`config.mk`:
```
export PLATFORM = sky130hd
export DESIGN_NAME = cfg_chain_loader
export DESIGN_NICKNAME = d
export VERILOG_FILES = /design/src/rtl/cfg_pkg.sv /design/src/rtl/cfg_word_serializer.sv /design/src/rtl/cfg_chain_loader.sv
export SDC_FILE = /design/constraint.sdc
export NUM_CORES = 1
export LEC_CHECK = 0
export ABC_CLOCK_PERIOD_IN_PS = 7100
export CAP_MARGIN = 0
export CORE_ASPECT_RATIO = 1.5
export CORE_MARGIN = 10
export CORE_UTILIZATION = 45
export DETAILED_ROUTE_END_ITERATION = 6
export PLACE_DENSITY = 0.79
export RECOVER_POWER = 50
export SLEW_MARGIN = 25
export SYNTH_ARGS = -nofsm -noshare
export SYNTH_HDL_FRONTEND = slang
export SYNTH_HIERARCHICAL = 1
export SYNTH_SLANG_ARGS = --single-unit
```
`constraint.sdc`:
```
create_clock -name clk -period 7.1 [get_ports clk]
set_clock_uncertainty 0.15 [all_clocks]
set_input_delay 1.42 -clock clk [delete_from_list [all_inputs] [get_ports clk]]
set_output_delay 1.42 -clock clk [all_outputs]
set_load 0.01 [all_outputs]
```
`src/rtl/cfg_pkg.sv`:
```
// Shared types and column sizing for the configuration chain loader.
// The default chain length is the per-tile chain summed over one column.
package cfg_pkg;

  typedef enum logic [2:0] {
    IDLE  = 3'd0,
    LOAD  = 3'd1,
    SHIFT = 3'd2,
    SET   = 3'd3,
    DONE  = 3'd4
  } state_t;

  // Per-tile chain order: slice -> cb_north -> sb -> cb_east
  localparam int SLICE_CHAIN_LEN    = 32;
  localparam int CB_NORTH_CHAIN_LEN = 16;
  localparam int SB_CHAIN_LEN       = 48;
  localparam int CB_EAST_CHAIN_LEN  = 32;
  localparam int TILES_PER_COLUMN   = 8;

  localparam int TILE_CHAIN_LEN = SLICE_CHAIN_LEN + CB_NORTH_CHAIN_LEN +
                                  SB_CHAIN_LEN + CB_EAST_CHAIN_LEN;
  localparam int DEFAULT_CHAIN_LEN = TILES_PER_COLUMN * TILE_CHAIN_LEN;

endpackage

```
`src/rtl/cfg_word_serializer.sv`:
```
// Holds one host word and walks a bit index across it, LSB first.
// o_last_bit flags the final bit of the held word.
module cfg_word_serializer #(
  parameter int WORD_W = 32
) (
  input  logic              clk,
  input  logic              rst,
  input  logic              i_load,
  input  logic              i_advance,
  input  logic [WORD_W-1:0] i_data,
  output logic              o_bit,
  output logic              o_last_bit
);

  localparam int IDX_W = (WORD_W > 1) ? $clog2(WORD_W) : 1;
  localparam logic [IDX_W-1:0] LAST_IDX = IDX_W'(WORD_W - 1);

  logic [WORD_W-1:0] r_word;
  logic [IDX_W-1:0]  r_word_idx;

  // The index parks on the last bit so it never points past the word.
  always_ff @(posedge clk or negedge rst) begin
    if (!rst) begin
      r_word     <= '0;
      r_word_idx <= '0;
    end else if (i_load) begin
      r_word     <= i_data;
      r_word_idx <= '0;
    end else if (i_advance && !o_last_bit) begin
      r_word_idx <= r_word_idx + IDX_W'(1);
    end
  end

  assign o_bit      = r_word[r_word_idx];
  assign o_last_bit = (r_word_idx == LAST_IDX);

endmodule

```
`src/rtl/cfg_chain_loader.sv`:
```
// Column configuration loader: accepts host words, shifts them bit-serially
// onto the tile chain with cen gated, then pulses set once the chain is full.
module cfg_chain_loader
  import cfg_pkg::*;
#(
  parameter int CHAIN_LEN  = DEFAULT_CHAIN_LEN,
  parameter int WORD_W     = 32,
  parameter int SET_CYCLES = 1,
  parameter int CNT_W      = $clog2(CHAIN_LEN + 1)
) (
  input  logic              clk,
  input  logic              rst,
  input  logic              start,
  input  logic              abort,
  input  logic              cfg_valid,
  input  logic [WORD_W-1:0] cfg_data,
  output logic              cfg_ready,
  output logic              chain_shift,
  output logic              chain_cen,
  output logic              chain_set,
  output logic              busy,
  output logic              done,
  output logic [CNT_W-1:0]  bit_count,
  output logic [2:0]        dbg_state
);

  localparam int SET_W = (SET_CYCLES > 1) ? $clog2(SET_CYCLES) : 1;

  state_t           r_state;
  state_t           w_state_nxt;
  logic [CNT_W-1:0] r_bit_count;
  logic [SET_W-1:0] r_set_cnt;
  logic             w_count_clr;
  logic             w_shift;
  logic             w_bit;
  logic             w_word_last;
  logic             w_last_chain;
  logic             w_set_last;
  logic             w_ready_base;
  logic             w_accept;

  cfg_word_serializer #(.WORD_W(WORD_W)) u_ser (
    .clk        (clk),
    .rst        (rst),
    .i_load     (w_accept),
    .i_advance  (w_shift),
    .i_data     (cfg_data),
    .o_bit      (w_bit),
    .o_last_bit (w_word_last)
  );

  assign w_shift      = (r_state == SHIFT);
  assign w_last_chain = (r_bit_count == CNT_W'(CHAIN_LEN - 1));
  assign w_set_last   = (r_set_cnt == SET_W'(SET_CYCLES - 1));

  // Valid/ready: a word transfers on a rising edge where cfg_valid and
  // cfg_ready are both high. Ready comes from registered state, except that
  // abort masks it so an aborting cycle never consumes a word.
  assign w_ready_base = (r_state == LOAD) ||
                        (w_shift && w_word_last && !w_last_chain);
  assign cfg_ready    = w_ready_base && !abort;
  assign w_accept     = cfg_valid && cfg_ready;

  always_comb begin
    w_state_nxt = r_state;
    w_count_clr = 1'b0;
    case (r_state)
      IDLE, DONE: begin
        if (start && !abort) begin
          w_state_nxt = LOAD;
          w_count_clr = 1'b1;
        end
      end
      LOAD: begin
        if (abort)         w_state_nxt = IDLE;
        else if (w_accept) w_state_nxt = SHIFT;
      end
      SHIFT: begin
        if (abort)                        w_state_nxt = IDLE;
        else if (w_last_chain)            w_state_nxt = SET;
        else if (w_word_last && !w_accept) w_state_nxt = LOAD;
      end
      SET: begin
        if (abort)           w_state_nxt = IDLE;
        else if (w_set_last) w_state_nxt = DONE;
      end
      default: w_state_nxt = IDLE;
    endcase
  end

  always_ff @(posedge clk or negedge rst) begin
    if (!rst) begin
      r_state     <= IDLE;
      r_bit_count <= '0;
      r_set_cnt   <= '0;
    end else begin
      r_state <= w_state_nxt;
      if (w_count_clr)  r_bit_count <= '0;
      else if (w_shift) r_bit_count <= r_bit_count + CNT_W'(1);
      if (r_state == SET && !w_set_last) r_set_cnt <= r_set_cnt + SET_W'(1);
      else                                r_set_cnt <= '0;
    end
  end

  assign chain_cen   = w_shift;
  assign chain_shift = w_shift && w_bit;
  assign chain_set   = (r_state == SET);
  assign busy        = (r_state == LOAD) || w_shift || (r_state == SET);
  assign done        = (r_state == DONE);
  assign bit_count   = r_bit_count;
  assign dbg_state   = r_state;

endmodule

```
After elaboration in Yosys (flattened, before gate mapping). Index checks and enable logic that the tools add are counted.

$add $sub $neg: 3. Multiplexer cells: 18. Reductions and logical operators: 21. $lt $le $gt $ge: 1. Equality and inequality tests: 10.

Operators by type and width (number): 3-bit two-way mux (8); 11-bit two-way mux (2); 3-bit case mux with 4 select lines (1); 11-bit by 1-bit adder with 11-bit output (second input constant) (1); 11-bit by 10-bit equality test with 1-bit output (second input constant) (1); 5-bit two-way mux (2); 1-bit logical AND (9); 3-bit by 2-bit equality test with 1-bit output (second input constant) (2); 5-bit by 6-bit < comparator with 1-bit output (second input constant) (1); 3-bit inequality test (second input constant) (2); 5-bit by 1-bit adder with 5-bit output (second input constant) (1); 1-bit binary-select mux with 5-bit select (1); 5-bit equality test (second input constant) (1); 1-bit logical NOT (4); 1-bit two-way mux (4); 4-bit inequality test (second input constant) (1); 4-bit AND reduction (1); 2-bit nonzero test (2); 3-bit by 1-bit equality test with 1-bit output (second input constant) (1); 3-bit equality test (second input constant) (1); 3-bit logical NOT (1); 1-bit logical OR (3); 2-bit inequality test (second input constant) (1); 2-bit OR reduction (1); 1-bit adder (second input constant) (1).

Input port bits: 37. Flip-flop bits (word level): 52. Output and inout port bits: 20. Word-level logic and storage cells: 58.

Depth between registers and ports, before layout. Gate-level depths: netlist of run 1.

Depth after elaboration: 12. Gate-level depth with buffers: 9.

Modules after synthesis. Netlist of run 1, hierarchy kept.

By module, submodules not included: cfg_word_serializer (instances 1, cells an instance 131, area each 1755.4 sq um); cfg_chain_loader (instances 1, cells an instance 90, area each 848.3 sq um).

Worst setup path after synthesis of run 1. No wires, ideal clock.

Path kind: input to output. Start point: in abort. End point: out cfg_ready. Stages on the path: 1. Data arrival time: 1.751 ns. Buffers on the path: 0. Required time: 5.530 ns. Path slack: 3.779 ns. Cell sequence: nor3_1.

Longest elaborated chain between the ends: 2.

Ends and longest elaborated chain: start, declared (line cfg_chain_loader.sv:14) `input logic abort,`; 1-bit logical NOT (line cfg_chain_loader.sv:61) `assign cfg_ready = w_ready_base && !abort;`; 1-bit logical AND (line cfg_chain_loader.sv:61); end, declared (line cfg_chain_loader.sv:17) `output logic cfg_ready,`.

No other way between the ends.

Worst setup path after layout of run 1. Ends and elaborated chain as after synthesis.

==> metrics.txt, run 1 <==
grt ovf=0; Tcrit/Tclk final=62.6%; syn nets=261; # clock sinks=52; die height=113 um; clock-pin slew on the worst setup and hold paths=0.09 ns; vias per cell=5.34; asr flop ratio synth=100%; Power Dens Cells=379 nW/um2; portion of netlist area occupied by mux cells=21.4%; Initial Utilization=47.1%; Post-Place Setup Slack=2.75 ns; HP Class=register to register; Mapped Avg Cell Area=11.8 um2; GRT Max-Usage Layer=met2; share of layout cells above drive strength 1=19.5%; largest family of logic cells by synthesized area=multiplexers; WL/cell=15.3 um; Diodes inserted=0; CTS max path bufs=2; leakage=0.00138 uW; clock network latency to the later pin of the worst-skew pair=0.30 ns; failing checks=capacitance limit, slew limit; top cells by count, synth=dfrtp_1 (52), mux2_2 (33), nor2_1 (25), mux2i_1 (17), nand2_1 (9); pin count of the biggest net entering global routing=53; final hold vios=0; DP Wirelength=3980 um; DRC viols=0; Syn Std Cell Area=2600 um2; outcome=finished, violations left; cts hold-fix bufs=0; vias in the first global route=1903; Resized Gates After CTS=0; Area contributors post-synth=dfrtp_1 (50%), mux2_2 (14%), mux2i_1 (6.5%), nor2_1 (3.6%), xnor2_1 (2.4%); final-report setup violation count=0; crit path launch type=primary input; Tmin final=4.44 ns; CTS tree=done; setup TNS=0 ns; Post-synth EDFFs=0; CP arrival=2.87 ns; CTS buffer count=5; Achievable Freq=0.225 GHz; Max FO, Critical Path=6; clk root buf=clkbuf_8; met1 usage=13.7%; Core ar.=5530 um2; RSZ-0062 raised after global routing=no; worst rel slew slack=-81.2%; required time of the critical path=5.53 ns; Post-Synth Simple-Gate Area=14.7%; row count=33; Final WS setup=2.66 ns; initial antenna violation count=0; global-route wire length before repair=8840 um; Port Buf Inserts=56; compound-cell area share of the yosys netlist=5.09%; post-CTS setup buffer count=0; most numerous cell in the Yosys netlist=dfrtp_1; adder-cell share of the synthesized area=1.44%; GP Congestion=0.807; DRT Pass-1 Iters=4; sequential fraction of the synthesis area=50.0%; top cell type's share of synthesized area=50.0%; Yosys Warn Count=6; critical path class=primary input to primary output; Starting DRT DRC Count=61; Ports=57; Area after DPL=3200 um2; GR met3 Demand/Resource=2.77%; Yosys top cell by area=dfrtp_1; Die X-Extent=82.1 um; Vias=1853; Design Power=1250 uW; worst vdd ir=0.212 mV; Syn-to-layout area delta=26.6%; Synth Flop Type=dfrtp_1; Worst Max-Slew Pin Slew=2.72 ns; M2 GR Usage=20.1%; Syn Inst Count=221; count of cell types in the netlist=42; GR Util All Layers=11.7%; Synth Area in XOR/XNOR=4.04%; die area=9290 um2; final instance area=3300 um2; Worst setup EP type=primary output; WL final=5310 um; register bit total from synthesis=52; Post-DRT Antenna Nets=0; Clock H-tree levels=2; fin nets=316; Max Slew Vio Count=53; Max Cap Viol=1
-- placed cells by master (no fill, tap or decap), types with 2 or more instances in the layout --
master	n
clkdlybuf4s50_1	53
nand4_1	6
nor2_1	25
a211oi_1	2
and2_1	3
xor2_1	5
xnor2_1	7
clkbuf_1	2
inv_1	4
mux2_2	33
nor3_1	5
nand3_1	4
mux2i_1	17
clkbuf_8	5
dfrtp_1	52
o21ai_0	3
nand2_1	9
nor2b_1	2
a221oi_1	3
dlygate4sd3_1	2
ha_1	3
a21oi_1	5
and2b_2	4
nand2b_1	2
-- path summary, 6_finish.rpt --
kind | start | end | slack (ns) | cells after the start
worst max-delay path | abort | cfg_ready | 2.66 | 3
worst min-delay path | u_ser/r_word[29] | u_ser/r_word[29] | 0.36 | 1
worst min register to register | u_ser/r_word[29] | u_ser/r_word[29] | 0.36 | 1
min in group asynchronous | rst | dbg_state[2] | 1.92 | 2
worst max register to register | u_ser/r_word_idx[1] | u_ser/r_word[11] | 4.02 | 8
max in group asynchronous | rst | u_ser/r_word[6] | 3.35 | 2
-- per-stage QoR --
step | std cells | util, % | hold slack (ns)
2_1_floorplan | 221 | - | 0.324
3_3_place_gp | 339 | 57.7 | 0.334
3_5_place_dp | 339 | 57.8 | 0.342
4_1_cts | 347 | 59.7 | 0.364
5_1_grt | 347 | 59.6 | 0.382
6_report | 347 | 59.6 | 0.360
-- power breakdown --
group / switching [uW] / internal, uW / leakage [uW]
Combinational: 205 / 298 / 0.000675
Sequential: 127 / 422 / 0.000647
Clock: 92.6 / 105 / 0.0000552
-- kinds of logic after synthesis --
group,after synthesis
buffers and inverters,14
AOI/OAI and AO/OA,18
adders and majority gates,3
muxes,51
and+or+nand+nor,70
xor gates and xnor gates,12
other,1
DFF,52
-- layer usage --
| layer | up-vias | wire length (um) |
|---|---|---|
| met5 | - | 0 |
| met4 | 0 | 71 |
| met3 | 7 | 328 |
| met2 | 52 | 2760 |
| met1 | 902 | 2150 |
| li1 | 892 | - |
-- area by class of cell --
cell class | count | area (um2)
Clock buffer | 6 | 72.6
Clock inverter | 2 | 35.0
Fill cell | 474 | 2240
Inverter | 4 | 15.0
Multi-Input combinational cell | 155 | 1220
Sequential cell | 52 | 1300
Tap cell | 70 | 87.6
Timing Repair Buffer | 58 | 567
-- registers in the layout (all words and copies together) (netlist names) --
register / count
r_set_cnt: 1
bit_count: 11
dbg_state: 3
u_ser/r_word: 32
u_ser/r_word_idx: 5
-- worst max-delay path: stages --
cell and delay (ns):
dlygate4sd3_1 0.62, nor3_1 0.25, clkdlybuf4s50_1 0.58
Note: power is estimated with default switching activity, not from simulation.
==> run 2, diff against run 1 <==
--- a/config.mk
+++ b/config.mk
@@ -5,7 +5,7 @@
 export SDC_FILE = /design/constraint.sdc
 export NUM_CORES = 1
 export LEC_CHECK = 0
-export ABC_CLOCK_PERIOD_IN_PS = 7100
+export ABC_CLOCK_PERIOD_IN_PS = 4200
 export CAP_MARGIN = 0
 export CORE_ASPECT_RATIO = 1.5
 export CORE_MARGIN = 10
==> constraint.sdc (replaced) <==
create_clock -name clk -period 4.2 [get_ports clk]
set_clock_uncertainty 0.15 [all_clocks]
set_input_delay 0.84 -clock clk [delete_from_list [all_inputs] [get_ports clk]]
set_output_delay 0.84 -clock clk [all_outputs]
set_load 0.01 [all_outputs]
==> metrics.txt, run 2 (synthesis gave the netlist of run 1 again) <==
outcome=finished, violations left; failing checks=capacitance limit, slew limit; WL/cell=15.6 um; Post-Place Setup Slack=0.923 ns; initial antenna violation count=0; Port Buf Inserts=56; Syn-to-layout area delta=26.4%; crit path cell chain=buf_4 > mux2i_1 > a221oi_1 > nand4_1 > nand3_1 > and2_1 > clkdlybuf4s50_1; Sw Ratio=34.7%; P_int=1350 uW; HP Class=register to register; Final WS setup=0.591 ns; DP Wirelength=4250 um; fin nets=318; reg-to-reg startpoint=u_ser/r_word_idx[1]; vias in the first global route=1961; max reg flops=32; Clock H-tree levels=2; Reg power frac=44.5%; CTS tree=done; CP arrival=2.62 ns; Max Slew Vio Count=39; Starting DRT DRC Count=44; global-route wire length before repair=9090 um; M2 GR Usage=21.1%; crit-path max cell delay=0.72 ns; Worst Max-Slew Pin Slew=2.00 ns; Core ar.=5530 um2; most common cell after layout, fill and taps aside=clkdlybuf4s50_1; Max FO, Critical Path=13; switching pwr=719 uW; Tcrit/Tclk final=85.9%; vias per cell=5.39; DRT Pass-1 Iters=4; die area=9290 um2; Worst Hold Path EP=u_ser/r_word[28]; Post-DRT Antenna Nets=0; hold_sp=u_ser/r_word[28]; Power Dens Cells=630 nW/um2; required time of the critical path=3.21 ns; Reg2Reg Setup Slack=1.36 ns; cts hold-fix bufs=0; CTS max path bufs=2; Initial Utilization=47.1%; leakage=0.00137 uW; worst vdd ir=0.338 mV; Clk network pwr share=13.8%; GR met3 Demand/Resource=3.49%; # clock sinks=52; final core occ=59.5%; total stage count of the critical path=7; reg2reg end=u_ser/r_word[27]; DRC viols=0; Logic pwr share=41.7%; Largest Register=u_ser/r_word; CTS buffer count=5; GP Congestion=0.814; clock-pin slew on the worst setup and hold paths=0.09 ns; GRT Max-Usage Layer=met2; hold-critical path depth=1; RSZ-0062 raised after global routing=no; Ports=57; Vias=1880; crit path launch type=register; clock network latency to the later pin of the worst-skew pair=0.30 ns; Max Cap Viol=1; GR Util All Layers=12.1%; CP top delay family=buffers and inverters; row count=33; WL final=5450 um; Buf/Inv on CP=2; Worst setup EP type=primary output; setup TNS=0 ns; final hold vios=0; final-report setup violation count=0; Tmin final=3.61 ns; post-CTS setup buffer count=0; die height=113 um; grt ovf=0; Die X-Extent=82.1 um; most frequent cells in the layout=clkdlybuf4s50_1 (54), dfrtp_1 (52), mux2_2 (33); Diodes inserted=0; worst rel slew slack=-33.6%; clk root buf=clkbuf_8; critical path class=register to primary output; share of layout cells above drive strength 1=19.7%; pin count of the biggest net entering global routing=39; CP max-delay cell=dfrtp_1; Achievable Freq=0.277 GHz; hold_ws=0.365 ns; Resized Gates After CTS=0; r2r worst-path depth=8; met1 usage=13.2%
-- run 2: cell types whose count changed in the layout (fill, tap and decap cells not counted), sizes merged --
cell / delta
bufinv: -1
clkinv: +1
clkdlybuf4s50: +1
clkbuf: +2
dlygate4sd3: -1
-- run 2: how the worst max path moves through the flow --
stage                         from  slack [ns]              end
3_5_place_dp   u_ser/r_word_idx[1]        0.92      chain_shift
3_3_place_gp   u_ser/r_word_idx[1]        0.96      chain_shift
5_1_grt        u_ser/r_word_idx[1]        0.37      chain_shift
2_1_floorplan         bit_count[0]        1.67  u_ser/r_word[0]
6_report       u_ser/r_word_idx[1]        0.59      chain_shift
4_1_cts        u_ser/r_word_idx[1]        0.59      chain_shift
-- run 2: final cells by class --
cell class / instances / area (um2)
Clock inverter: 2 / 10.0
Inverter: 4 / 15.0
Fill cell: 482 / 2240
Sequential cell: 52 / 1300
Timing Repair Buffer: 60 / 577
Tap cell: 70 / 87.6
Clock buffer: 6 / 82.6
Multi-Input combinational cell: 155 / 1220
-- run 2: stage by stage --
stage | std cells | total power (uW) | instance area [um2]
2_1_floorplan | 221 | 1520 | 2600
4_1_cts | 349 | 2100 | 3300
3_3_place_gp | 341 | 1780 | 3210
3_5_place_dp | 341 | 1810 | 3210
5_1_grt | 349 | 2230 | 3290
6_report | 349 | 2070 | 3290
-- run 2: layer usage --
metal | wire length (um) | share of wire (%) | up-vias
met3 | 347 | 6.4 | 12
met5 | 0 | 0 | -
met2 | 2880 | 53 | 50
met4 | 119 | 2.2 | 0
met1 | 2100 | 39 | 923
li1 | - | - | 895
-- run 2: power groups by stage --
stage	logic, uW	registers [uW]	clock network (uW)
4_1_cts	878	926	296
5_1_grt	950	960	317
3_3_place_gp	849	928	0
3_5_place_dp	876	935	0
2_1_floorplan	661	858	0
6_report	864	922	287
-- run 2: worst reg2reg max path, cell delays in order (launching register included) --
cell	delay, ns
dfrtp_1	0.72
ha_1	0.27
and3_1	0.16
ha_1	0.17
a31oi_1	0.08
nor3_1	0.21
and2_1	0.17
buf_4	0.40
mux2_2	0.41
